[config.mk]
export PLATFORM = sky130hd
export DESIGN_NAME = spi_master_duplex
export DESIGN_NICKNAME = d
export VERILOG_FILES = /design/src/rtl/spi_pkg.sv /design/src/rtl/spi_sck_gen.sv /design/src/rtl/spi_master_duplex.sv
export SDC_FILE = /design/constraint.sdc
export NUM_CORES = 1
export LEC_CHECK = 0
export BUFFER_PORTS_ARGS = -buffer_cell sky130_fd_sc_hd__buf_2
export CORE_UTILIZATION = 55
export DETAILED_ROUTE_END_ITERATION = 10
export HOLD_SLACK_MARGIN = 0.03
export PLACE_DENSITY = 0.76
export SKIP_LAST_GASP = 1
export SLEW_MARGIN = 10
export SYNTH_ARGS = -nofsm -noshare
export SYNTH_HDL_FRONTEND = slang
export SYNTH_SLANG_ARGS = --single-unit
export TNS_END_PERCENT = 5
[constraint.sdc]
create_clock -name clk -period 2.6 [get_ports clk]
set_input_delay 0.39 -clock clk [delete_from_list [all_inputs] [get_ports clk]]
set_output_delay 0.39 -clock clk [all_outputs]
set_load 0.01 [all_outputs]
[src/rtl/spi_pkg.sv]
// Shared types for the duplex SPI master (spi_master_duplex, spi_sck_gen).
// The optional SPI_MASTER_LSB_FIRST_EN build adds an lsb_first input on the top level.
package spi_pkg;

  typedef enum logic [1:0] {IDLE, LEAD, XFER, TRAIL} spi_state_t;

  typedef struct packed {
    logic cpol;
    logic cpha;
  } spi_mode_t;

  // Edge counter must hold 0..2*DATA_WIDTH.
  function automatic int edge_cnt_w(input int data_width);
    return $clog2(2 * data_width + 1);
  endfunction

endpackage

[src/rtl/spi_sck_gen.sv]
// SCK timing for spi_master_duplex: half-period counter, SCK toggle, edge index and strobes.
// SPI_MASTER_LSB_FIRST_EN has no effect on this block.
module spi_sck_gen
  import spi_pkg::*;
#(
  parameter int DATA_WIDTH = 8,
  parameter int CLK_DIV    = 4
) (
  input  logic clk,
  input  logic reset_n,
  input  logic run,
  input  logic xfer,
  input  logic load,
  input  logic cpol_in,
  output logic sck,
  output logic phase_end,
  output logic lead_stb,
  output logic trail_stb,
  output logic first_edge,
  output logic last_edge
);

  localparam int CW = $clog2(CLK_DIV);
  localparam int EW = edge_cnt_w(DATA_WIDTH);
  localparam logic [CW-1:0] CNT_MAX   = CW'(CLK_DIV - 1);
  localparam logic [EW-1:0] EDGE_LAST = EW'(2 * DATA_WIDTH);

  logic [CW-1:0] cnt_q, cnt_d;
  logic [EW-1:0] edge_q, edge_d;
  logic [EW-1:0] edge_k;
  logic          sck_q, sck_d;
  logic          edge_stb;

  // edge_k is the 1-based index of the SCK edge that fires this cycle.
  assign phase_end  = run && (cnt_q == CNT_MAX);
  assign edge_stb   = xfer && phase_end;
  assign edge_k     = edge_q + EW'(1);
  assign lead_stb   = edge_stb && edge_k[0];
  assign trail_stb  = edge_stb && !edge_k[0];
  assign first_edge = (edge_k == EW'(1));
  assign last_edge  = edge_stb && (edge_k == EDGE_LAST);
  assign sck        = sck_q;

  always_comb begin
    cnt_d = '0;
    if (run && !phase_end) cnt_d = cnt_q + CW'(1);
    edge_d = '0;
    if (xfer) edge_d = edge_stb ? edge_k : edge_q;
    sck_d = sck_q;
    if (load)          sck_d = cpol_in;
    else if (edge_stb) sck_d = !sck_q;
  end

  always_ff @(posedge clk) begin
    if (!reset_n) begin
      cnt_q  <= '0;
      edge_q <= '0;
      sck_q  <= 1'b0;
    end else begin
      cnt_q  <= cnt_d;
      edge_q <= edge_d;
      sck_q  <= sck_d;
    end
  end

endmodule

[src/rtl/spi_master_duplex.sv]
// Full-duplex SPI master with runtime CPOL/CPHA, multiple chip selects and CS setup/hold.
// Define SPI_MASTER_LSB_FIRST_EN to add the lsb_first input (per-transfer bit order).
module spi_master_duplex
  import spi_pkg::*;
#(
  parameter int DATA_WIDTH = 8,
  parameter int CLK_DIV    = 4,
  parameter int NUM_CS     = 1,
  localparam int CSW       = (NUM_CS > 1) ? $clog2(NUM_CS) : 1
) (
  input  logic                  clk,
  input  logic                  reset_n,
  input  logic                  start,
  input  logic [DATA_WIDTH-1:0] data_in,
  input  logic                  cpol,
  input  logic                  cpha,
  input  logic [CSW-1:0]        cs_sel,
`ifdef SPI_MASTER_LSB_FIRST_EN
  input  logic                  lsb_first,
`endif
  input  logic                  MISO,
  output logic                  ready,
  output logic                  MOSI,
  output logic                  SCK,
  output logic [NUM_CS-1:0]     CS_N,
  output logic [DATA_WIDTH-1:0] data_out,
  output logic                  done
);

  spi_state_t            state_q, state_d;
  spi_mode_t             mode_q, mode_d;
  logic [CSW-1:0]        cs_q, cs_d;
  logic [DATA_WIDTH-1:0] tx_q, tx_d;
  logic [DATA_WIDTH-1:0] rx_q, rx_d;
  logic [DATA_WIDTH-1:0] dout_q, dout_d;
  logic [NUM_CS-1:0]     cs_n_q, cs_n_d;
  logic                  mosi_q, mosi_d;
  logic                  done_q, done_d;
  logic                  lsb_q, lsb_d;
  logic                  lsb_in, accept, sample, shift;
  logic                  phase_end, lead_stb, trail_stb, first_edge, last_edge;

`ifdef SPI_MASTER_LSB_FIRST_EN
  assign lsb_in = lsb_first;
`else
  assign lsb_in = 1'b0;
`endif

  assign accept   = (state_q == IDLE) && start;
  assign ready    = (state_q == IDLE);
  assign MOSI     = mosi_q;
  assign CS_N     = cs_n_q;
  assign data_out = dout_q;
  assign done     = done_q;

  spi_sck_gen #(
    .DATA_WIDTH (DATA_WIDTH),
    .CLK_DIV    (CLK_DIV)
  ) u_sck_gen (
    .clk        (clk),
    .reset_n    (reset_n),
    .run        (state_q != IDLE),
    .xfer       (state_q == XFER),
    .load       (accept),
    .cpol_in    (cpol),
    .sck        (SCK),
    .phase_end  (phase_end),
    .lead_stb   (lead_stb),
    .trail_stb  (trail_stb),
    .first_edge (first_edge),
    .last_edge  (last_edge)
  );

  // The MSB (or LSB) is already on MOSI from accept, so cpha=1 skips driving on edge 1.
  assign sample = mode_q.cpha ? trail_stb : lead_stb;
  assign shift  = mode_q.cpha ? (lead_stb && !first_edge) : (trail_stb && !last_edge);

  always_comb begin
    state_d = state_q;
    mode_d  = mode_q;
    cs_d    = cs_q;
    tx_d    = tx_q;
    rx_d    = rx_q;
    dout_d  = dout_q;
    mosi_d  = mosi_q;
    lsb_d   = lsb_q;
    done_d  = 1'b0;
    unique case (state_q)
      IDLE: begin
        if (accept) begin
          state_d     = LEAD;
          mode_d.cpol = cpol;
          mode_d.cpha = cpha;
          cs_d        = cs_sel;
          tx_d        = data_in;
          rx_d        = '0;
          lsb_d       = lsb_in;
          mosi_d      = lsb_in ? data_in[0] : data_in[DATA_WIDTH-1];
        end
      end
      LEAD: if (phase_end) state_d = XFER;
      XFER: begin
        if (sample) rx_d = lsb_q ? {MISO, rx_q[DATA_WIDTH-1:1]} : {rx_q[DATA_WIDTH-2:0], MISO};
        if (shift) begin
          tx_d   = lsb_q ? (tx_q >> 1) : (tx_q << 1);
          mosi_d = lsb_q ? tx_q[1] : tx_q[DATA_WIDTH-2];
        end
        if (last_edge) begin
          state_d = TRAIL;
          dout_d  = rx_d;
        end
      end
      TRAIL: begin
        if (phase_end) begin
          state_d = IDLE;
          done_d  = 1'b1;
        end
      end
      default: state_d = IDLE;
    endcase
    // An out-of-range index simply matches no line.
    cs_n_d = '1;
    if (state_d != IDLE) begin
      for (int i = 0; i < NUM_CS; i++) begin
        if (cs_d == CSW'(i)) cs_n_d[i] = 1'b0;
      end
    end
  end

  always_ff @(posedge clk) begin
    if (!reset_n) begin
      state_q <= IDLE;
      mode_q  <= '0;
      cs_q    <= '0;
      tx_q    <= '0;
      rx_q    <= '0;
      dout_q  <= '0;
      cs_n_q  <= '1;
      mosi_q  <= 1'b0;
      done_q  <= 1'b0;
      lsb_q   <= 1'b0;
    end else begin
      state_q <= state_d;
      mode_q  <= mode_d;
      cs_q    <= cs_d;
      tx_q    <= tx_d;
      rx_q    <= rx_d;
      dout_q  <= dout_d;
      cs_n_q  <= cs_n_d;
      mosi_q  <= mosi_d;
      done_q  <= done_d;
      lsb_q   <= lsb_d;
    end
  end

endmodule
==> impl_metrics.py, run 1 <==
metrics = {
    "placement": {
        "dp_hpwl_um": 2500,
        "dp_slack_ns": 0.339,
        "io_buffers": 27,
        "gp_congestion": 0.859,
    },
    "cts": {
        "cts_resized": 0,
        "post_cts_buffers": 0,
        "h-tree-depth": 2,
        "cts-root-buf": "clkbuf_4",
        "clk_path_buf_depth": 2,
        "insertion_delay_ns": 0.35,
        "cts.sinks": 38,
        "cts_tree": "yes",
        "cts_hold_buf": 0,
        "cts.clk_slew.worst_paths_ns": 0.11,
        "cts_inserted_buffers": 5,
    },
    "synthesis": {
        "avgSynthCellArea_um2": 9.39,
        "synthDistinctLibCells": 37,
        "synthesis.area_mm2": 0.00177,
        "yosysSeqAreaShare": 0.429,
        "ys_warn_count": 0,
        "syn_nets": 208,
        "synth_seq_cells": 38,
        "syn_inst": 189,
    },
    "sta": {
        "slew_headroom": 0.660,
        "finalMaxSlewViolations": 0,
        "finalSetupTns_ns": 0,
        "period_share": 0.884,
        "worst_slack_ns": 0.302,
        "clock-skew-final_ns": 0.0101,
        "period_needed_ns": 2.30,
        "setup_viol": 0,
        "fmax_mhz": 435,
        "rsz0062_at_grt": "no",
        "tightest_slew_ns": 0.508,
        "finalHoldViolCount": 0,
    },
    "cells_and_area": {
        "layout_commonest_cell": "dfxtp_1",
        "finalNetCount": 235,
        "nFillCells": 271,
        "syn_to_final_growth_pct": 12.6,
        "layout_common_cells": "dfxtp_1, buf_2, nor2_1",
        "ff_latch_area_um2": 761,
        "drive_gt1_frac": 0.185,
        "antenna_cells": 0,
        "multi_input_area_um2": 942,
    },
    "floorplanning": {
        "dieWidth_um": 58.8,
        "ios": 28,
        "die_area_mm2": 0.00346,
        "core-area_mm2": 0.00305,
        "dieHeight_um": 58.8,
        "num_rows": 20,
        "initial_utilization": 0.581,
    },
    "pwr": {
        "powerDensity_mw_per_mm2": 485,
        "power.leakage_uw": 0.000938,
        "finalPower_uw": 970,
        "max-vdd-ir-drop_v": 0.000389,
    },
    "worst_setup_path": {
        "crit_type": "register to register",
        "arrival_ns": 2.59,
        "cp-start-kind": "register",
        "required_ns": 2.89,
        "critPathMaxFanout": 9,
        "critPathCaptureType": "register",
    },
    "drt": {
        "drtIter0Drc": 27,
        "drt-total-wl_um": 3460,
        "routed_via_density": 5.48,
        "detail-route-antenna-nets": 0,
        "vias": 1426,
        "route.detailed.drc": 0,
        "first_pass_iters": 4,
        "wl_per_cell_um": 13.3,
    },
    "grt": {
        "gr-total-overflow": 0,
        "grt_pass1_wl_um": 5840,
        "grt_usage": 0.227,
        "first_global_vias": 1338,
        "antenna_found_initial": 0,
        "grt_start_max_net_pins": 29,
    },
    "run_status": {
        "status": "finished, final reports clean",
    },
    "job": {
        "drv_cap": 0,
    },
    "min_path": {
        "hold_path.class": "input port to register",
    },
}
==> cell usage after synthesis <==
cell	count	area, um2
o22ai_1	8	50.1
a21oi_1	1	5.00
nor2_1	23	86.3
o211a_1	16	160
o21ai_0	2	10.0
o21a_1	1	7.51
or2_1	1	6.26
dfxtp_1	38	761
buf_2	5	25.0
nand4_1	2	12.5
clkbuf_1	6	22.5
inv_1	6	22.5
nor2b_1	3	18.8
and2_1	2	12.5
nand2b_1	2	12.5
a22o_1	8	70.1
xnor2_1	5	43.8
a2111o_1	1	11.3
o21ai_1	1	5.00
nor4b_1	3	26.3
nand3b_1	1	7.51
o211ai_1	1	7.51
or3_1	1	6.26
o31a_1	1	8.76
mux2i_1	9	90.1
nor3_1	2	10.0
and3b_2	1	10.0
a21boi_0	3	22.5
buf_4	1	7.51
nand3_1	2	10.0
a41oi_4	1	27.5
ha_1	4	50.1
nand4bb_1	1	11.3
nor4bb_1	2	20.0
xor2_1	3	26.3
and3_1	3	18.8
nand2_1	19	71.3
==> routing by layer <==
| metal | up-vias | routed length [um] | global-route usage |
|---|---|---|---|
| met1 | 665 | 1610 | 0.266 |
| met4 | 0 | 65 | 0.119 |
| met3 | 7 | 137 | 0.0659 |
| met2 | 28 | 1650 | 0.373 |
| met5 | - | 0 | 0 |
| li1 | 726 | - | - |
==> worst paths after layout <==
path | start | endpoint | slack [ns] | cells after the start
worst max-delay path | u_sck_gen.edge_q[0]$_SDFFE_PN0N_ | tx_q[4]$_SDFFE_PN0P_ | 0.30 | 7
worst min-delay path | cpol | u_sck_gen.sck$_SDFFE_PN0P_ | 0.28 | 2
worst max register to register | u_sck_gen.edge_q[0]$_SDFFE_PN0N_ | tx_q[4]$_SDFFE_PN0P_ | 0.30 | 7
worst min register to register | u_sck_gen.cnt_q[0]$_SDFF_PN0_ | u_sck_gen.cnt_q[0]$_SDFF_PN0_ | 0.44 | 1
==> critical path, cell delays in order, from the launching register on <==
cell and delay [ns]:
dfxtp_1 0.50, inv_1 0.08, ha_1 0.21, and3_1 0.18
a2111o_1 0.44, a41oi_4 0.36, or2_1 0.30, o211a_1 0.17
==> through the flow <==
| stage | area, um2 | std cells | utilization | hold WS, ns |
|---|---|---|---|---|
| 6_report | 2000 | 260 | 0.655 | 0.279 |
| 4_1_cts | 2000 | 260 | 0.655 | 0.266 |
| 3_5_place_dp | 1950 | 253 | 0.640 | 0.432 |
| 2_1_floorplan | 1770 | 189 | - | 0.408 |
| 3_3_place_gp | 1950 | 253 | 0.640 | 0.416 |
| 5_1_grt | 2000 | 260 | 0.655 | 0.267 |
==> area by class of cell <==
type                       instances  area share
multi-input combinational        133       0.472
clock buffer                       7      0.0225
sequential                        38       0.381
timing repair buffer              32      0.0864
tap                               44      0.0276
inverter                           6      0.0113
==> state kept, by name, summed over array words and instances, names as in the netlist, 2 cells and up <==
name,count
data_out,8
rx_q,8
state_q,2
tx_q,7
u_sck_gen.cnt_q,2
u_sck_gen.edge_q,5
==> where the power goes <==
part | internal (uW) | leakage, uW | switching, uW
Combinational | 35.1 | 0.000604 | 39.1
Sequential | 599 | 0.000309 | 11.5
Clock | 102 | 0.0000254 | 183
==> cell families after synthesis <==
logic type	synth area share
AOI/OAI and AO/OA	0.217
and+or+nand+nor	0.192
DFF	0.429
buffers and inverters	0.0437
xor gates and xnor gates	0.0395
muxes	0.0508
adders and majority gates	0.0282
(Power assumes the default switching activity.)
==> inputs of run 2 (changes only) <==
--- a/config.mk
+++ b/config.mk
@@ -9,7 +9,7 @@
 export CORE_UTILIZATION = 55
 export DETAILED_ROUTE_END_ITERATION = 10
 export HOLD_SLACK_MARGIN = 0.03
-export PLACE_DENSITY = 0.76
+export PLACE_DENSITY = 0.88
 export SKIP_LAST_GASP = 1
 export SLEW_MARGIN = 10
 export SYNTH_ARGS = -nofsm -noshare
==> impl_metrics.py, run 2 (synthesis results as in run 1) <==
metrics = {
    "run_status": {
        "status": "finished, final reports clean",
    },
    "drt": {
        "wl_per_cell_um": 12.8,
        "first_pass_iters": 4,
        "route.detailed.drc": 0,
        "routed_via_density": 5.48,
        "drt-total-wl_um": 3340,
        "vias": 1424,
        "drtIter0Drc": 81,
        "detail-route-antenna-nets": 0,
    },
    "cells_and_area": {
        "layout_common_cells": "dfxtp_1, buf_2, nor2_1",
        "drive_gt1_frac": 0.194,
        "nFillCells": 264,
        "antenna_cells": 0,
        "finalNetCount": 235,
        "syn_to_final_growth_pct": 12.8,
        "fin_cells": 260,
        "finalInstanceArea_mm2": 0.00200,
        "layout_commonest_cell": "dfxtp_1",
    },
    "grt": {
        "grt_usage": 0.211,
        "grt_pass1_wl_um": 5400,
        "antenna_found_initial": 0,
        "first_global_vias": 1241,
        "grt_start_max_net_pins": 29,
        "gr-total-overflow": 0,
    },
    "placement": {
        "dp_hpwl_um": 2360,
        "io_buffers": 27,
        "place_area_mm2": 0.00195,
        "dp_cells": 253,
        "gp_congestion": 0.809,
    },
    "worst_setup_path": {
        "critPathMaxFanout": 9,
        "crit_type": "register to register",
        "cp-start-kind": "register",
        "critPathCaptureType": "register",
        "arrival_ns": 2.59,
        "required_ns": 2.90,
    },
    "floorplanning": {
        "num_rows": 20,
        "dieWidth_um": 58.8,
        "die_area_mm2": 0.00346,
        "initial_utilization": 0.581,
        "core-area_mm2": 0.00305,
        "dieHeight_um": 58.8,
        "ios": 28,
    },
    "cts": {
        "post_cts_buffers": 0,
        "h-tree-depth": 2,
        "insertion_delay_ns": 0.35,
        "cts.clk_slew.worst_paths_ns": 0.11,
        "cts_tree": "yes",
        "cts_inserted_buffers": 5,
        "cts_hold_buf": 0,
        "cts-root-buf": "clkbuf_4",
        "cts_resized": 0,
        "cts.sinks": 38,
        "clk_path_buf_depth": 2,
    },
    "sta": {
        "finalHoldViolCount": 0,
        "finalMaxSlewViolations": 0,
        "fmax_mhz": 437,
        "period_share": 0.880,
        "slew_headroom": 0.669,
        "rsz0062_at_grt": "no",
        "clock-skew-final_ns": 0.00851,
        "period_needed_ns": 2.29,
        "setup_viol": 0,
        "finalSetupTns_ns": 0,
        "tightest_slew_ns": 0.493,
    },
    "pwr": {
        "power.leakage_uw": 0.000944,
        "max-vdd-ir-drop_v": 0.000353,
        "powerDensity_mw_per_mm2": 484,
    },
    "min_path": {
        "hold_path.class": "input port to register",
    },
    "job": {
        "drv_cap": 0,
    },
}
==> run 2: cell count changes in the layout (fill, tap and decap cells not counted), sizes merged <==
cell,before,now
clkbuf,7,5
clkinv,0,2
==> run 2: cell type report <==
cell class	count	area, um2	share of cell area
timing repair buffer	32	173	0.0863
multi-input combinational	133	942	0.471
clock inverter	2	10.0	0.00500
inverter	6	22.5	0.0113
sequential	38	761	0.380
clock buffer	5	37.5	0.0188
tap	44	55.1	0.0275
==> run 2: per-layer routing <==
metal | track usage | wire length, um | vias to the layer above
met2 | 0.354 | 1550 | 31
met1 | 0.248 | 1570 | 660
met3 | 0.0725 | 157 | 5
li1 | - | - | 728
met5 | 0 | 0 | -
met4 | 0.0816 | 51 | 0
==> run 2: final timing paths <==
check                              startpoint  depth (start not counted)  slack [ns]                       endpoint
max reg2reg  u_sck_gen.edge_q[0]$_SDFFE_PN0N_                          7        0.31           tx_q[5]$_SDFFE_PN0P_
min reg2reg     u_sck_gen.cnt_q[0]$_SDFF_PN0_                          1        0.44  u_sck_gen.cnt_q[0]$_SDFF_PN0_
max          u_sck_gen.edge_q[0]$_SDFFE_PN0N_                          7        0.31           tx_q[5]$_SDFFE_PN0P_
min                                      MISO                          2        0.27           rx_q[0]$_SDFFE_PN0P_
==> run 2: critical path, cell delays in order (launching register included) <==
cell	delay, ns
dfxtp_1	0.50
inv_1	0.09
ha_1	0.21
and3_1	0.18
a2111o_1	0.44
a41oi_4	0.35
or2_1	0.30
o211a_1	0.18
==> run 2: through the flow <==
step,utilization,total power [uW],hold slack (ns),setup slack [ns]
2_1_floorplan,-,671,0.408,0.561
3_3_place_gp,0.640,696,0.427,0.427
3_5_place_dp,0.640,698,0.431,0.346
4_1_cts,0.655,983,0.259,0.330
5_1_grt,0.655,1010,0.265,0.156
6_report,0.655,968,0.270,0.311
==> run 2: power breakdown <==
part	switching, uW	leakage (uW)	internal, uW
registers	11.6	0.000309	599
logic	38.6	0.000604	35.0
clock network	186	0.0000308	97.2
total	236	0.000944	732
==> inputs of run 3 (changes only) <==
--- a/config.mk
+++ b/config.mk
@@ -7,12 +7,13 @@
 export LEC_CHECK = 0
 export BUFFER_PORTS_ARGS = -buffer_cell sky130_fd_sc_hd__buf_2
 export CORE_UTILIZATION = 55
+export CTS_CLUSTER_DIAMETER = 50
 export DETAILED_ROUTE_END_ITERATION = 10
 export HOLD_SLACK_MARGIN = 0.03
 export PLACE_DENSITY = 0.88
+export SETUP_SLACK_MARGIN = 0.5
 export SKIP_LAST_GASP = 1
 export SLEW_MARGIN = 10
 export SYNTH_ARGS = -nofsm -noshare
 export SYNTH_HDL_FRONTEND = slang
 export SYNTH_SLANG_ARGS = --single-unit
-export TNS_END_PERCENT = 5
==> impl_metrics.py, run 3 (synthesis results as in run 1) <==
metrics = {
    "run_status": {
        "status": "finished, final reports clean",
    },
    "grt": {
        "antenna_found_initial": 0,
        "grt_pass1_wl_um": 5420,
        "first_global_vias": 1249,
        "gr-total-overflow": 0,
        "grt_start_max_net_pins": 29,
        "grt_usage": 0.213,
    },
    "sta": {
        "period_needed_ns": 2.02,
        "rsz0062_at_grt": "no",
        "slew_headroom": 0.641,
        "period_share": 0.776,
        "tightest_slew_ns": 0.534,
        "fmax_mhz": 495,
        "finalMaxSlewViolations": 0,
        "setup_viol": 0,
        "finalHoldViolCount": 0,
        "finalSetupTns_ns": 0,
        "clock-skew-final_ns": 0.00966,
    },
    "drt": {
        "vias": 1471,
        "route.detailed.drc": 0,
        "routed_via_density": 5.59,
        "drtIter0Drc": 88,
        "wl_per_cell_um": 13.6,
        "detail-route-antenna-nets": 0,
        "first_pass_iters": 4,
        "drt-total-wl_um": 3580,
    },
    "worst_setup_path": {
        "path_buf_inv": 1,
        "critPathCaptureType": "register",
        "slowest_stage": "a2111o_1",
        "arrival_ns": 2.33,
        "crit_chain": "inv_1, ha_1, and3_1, a2111o_1, a41oi_4, or2_4, o211a_1",
        "critPathMaxFanout": 9,
        "cp-start-kind": "register",
        "max_stage_delay_ns": 0.48,
        "critical-path-top-delay-family": "compound AO/OA/AOI/OAI gates",
        "required_ns": 2.91,
        "crit_type": "register to register",
    },
    "pwr": {
        "power.leakage_uw": 0.000952,
        "powerDensity_mw_per_mm2": 478,
        "max-vdd-ir-drop_v": 0.000356,
    },
    "placement": {
        "dp_cells": 253,
        "dp_hpwl_um": 2360,
        "place_area_mm2": 0.00195,
        "io_buffers": 27,
        "gp_congestion": 0.809,
    },
    "min_path": {
        "hold_path.class": "input port to register",
    },
    "cells_and_area": {
        "utilization": 0.668,
        "drive_gt1_frac": 0.224,
        "layout_common_cells": "dfxtp_1, buf_2, nor2_1",
        "ff_latch_area_um2": 763,
        "finalInstanceArea_mm2": 0.00204,
        "multi_input_area_um2": 963,
        "fin_cells": 263,
        "finalNetCount": 238,
        "layout_commonest_cell": "dfxtp_1",
        "antenna_cells": 0,
        "syn_to_final_growth_pct": 15.0,
        "nFillCells": 250,
    },
    "floorplanning": {
        "num_rows": 20,
        "die_area_mm2": 0.00346,
        "ios": 28,
        "core-area_mm2": 0.00305,
        "dieHeight_um": 58.8,
        "dieWidth_um": 58.8,
        "initial_utilization": 0.581,
    },
    "cts": {
        "insertion_delay_ns": 0.35,
        "cts.clk_slew.worst_paths_ns": 0.11,
        "cts-root-buf": "clkbuf_4",
        "cts.sinks": 38,
        "h-tree-depth": 2,
        "cts_tree": "yes",
        "clk_path_buf_depth": 2,
        "cts_inserted_buffers": 5,
        "cts_hold_buf": 0,
    },
    "job": {
        "drv_cap": 0,
    },
}
-- run 3: worst paths after layout --
check	slack (ns)	from	to	depth (start not counted)
worst min register to register	0.45	u_sck_gen.cnt_q[0]$_SDFF_PN0_	u_sck_gen.cnt_q[0]$_SDFF_PN0_	1
worst max-delay path	0.58	u_sck_gen.edge_q[0]$_SDFFE_PN0N_	tx_q[5]$_SDFFE_PN0P_	7
worst max register to register	0.58	u_sck_gen.edge_q[0]$_SDFFE_PN0N_	tx_q[5]$_SDFFE_PN0P_	7
worst min-delay path	0.26	MISO	rx_q[0]$_SDFFE_PN0P_	2
-- run 3: routing by layer --
layer	up-vias	GRT usage	share of wire
li1	740	-	-
met3	8	0.0725	0.051
met5	-	0	0
met2	36	0.362	0.48
met1	687	0.247	0.45
met4	0	0.0816	0.020
-- run 3: worst reg2reg max path, cell delays in order (launching register included) --
cell and delay [ns]:
dfxtp_2 0.43, inv_1 0.07, ha_1 0.20, and3_1 0.18, a2111o_1 0.48, a41oi_4 0.27
or2_4 0.21, o211a_1 0.15
-- run 3: final cells by class --
cell class	instances	share of cell area
Inverter	6	0.0110
Clock inverter	2	0.00491
Timing Repair Buffer	34	0.0920
Tap cell	44	0.0270
Sequential cell	38	0.374
Clock buffer	5	0.0184
Multi-Input combinational cell	134	0.472
-- run 3: stage by stage --
stage	worst slack [ns]	hold WS, ns	power, uW
2_1_floorplan	0.561	0.408	671
4_1_cts	0.521	0.259	984
3_3_place_gp	0.427	0.427	696
5_1_grt	0.505	0.264	1020
3_5_place_dp	0.346	0.431	698
6_report	0.581	0.264	974
-- run 3: what timing repair did --
action	CTS	global route
setup buffers	0	2
setup endpoints to repair	7	15
cloned	0	1
gates resized for setup	3	1
pin swaps	0	2
-- run 3: where the power goes --
part / total (uW) / switching (uW) / leakage (uW) / internal [uW]
clock: 288 / 191 / 0.0000308 / 97.1
sequential: 611 / 11.6 / 0.000310 / 599
combinational: 75.5 / 39.4 / 0.000611 / 36.2
total: 974 / 242 / 0.000952 / 733
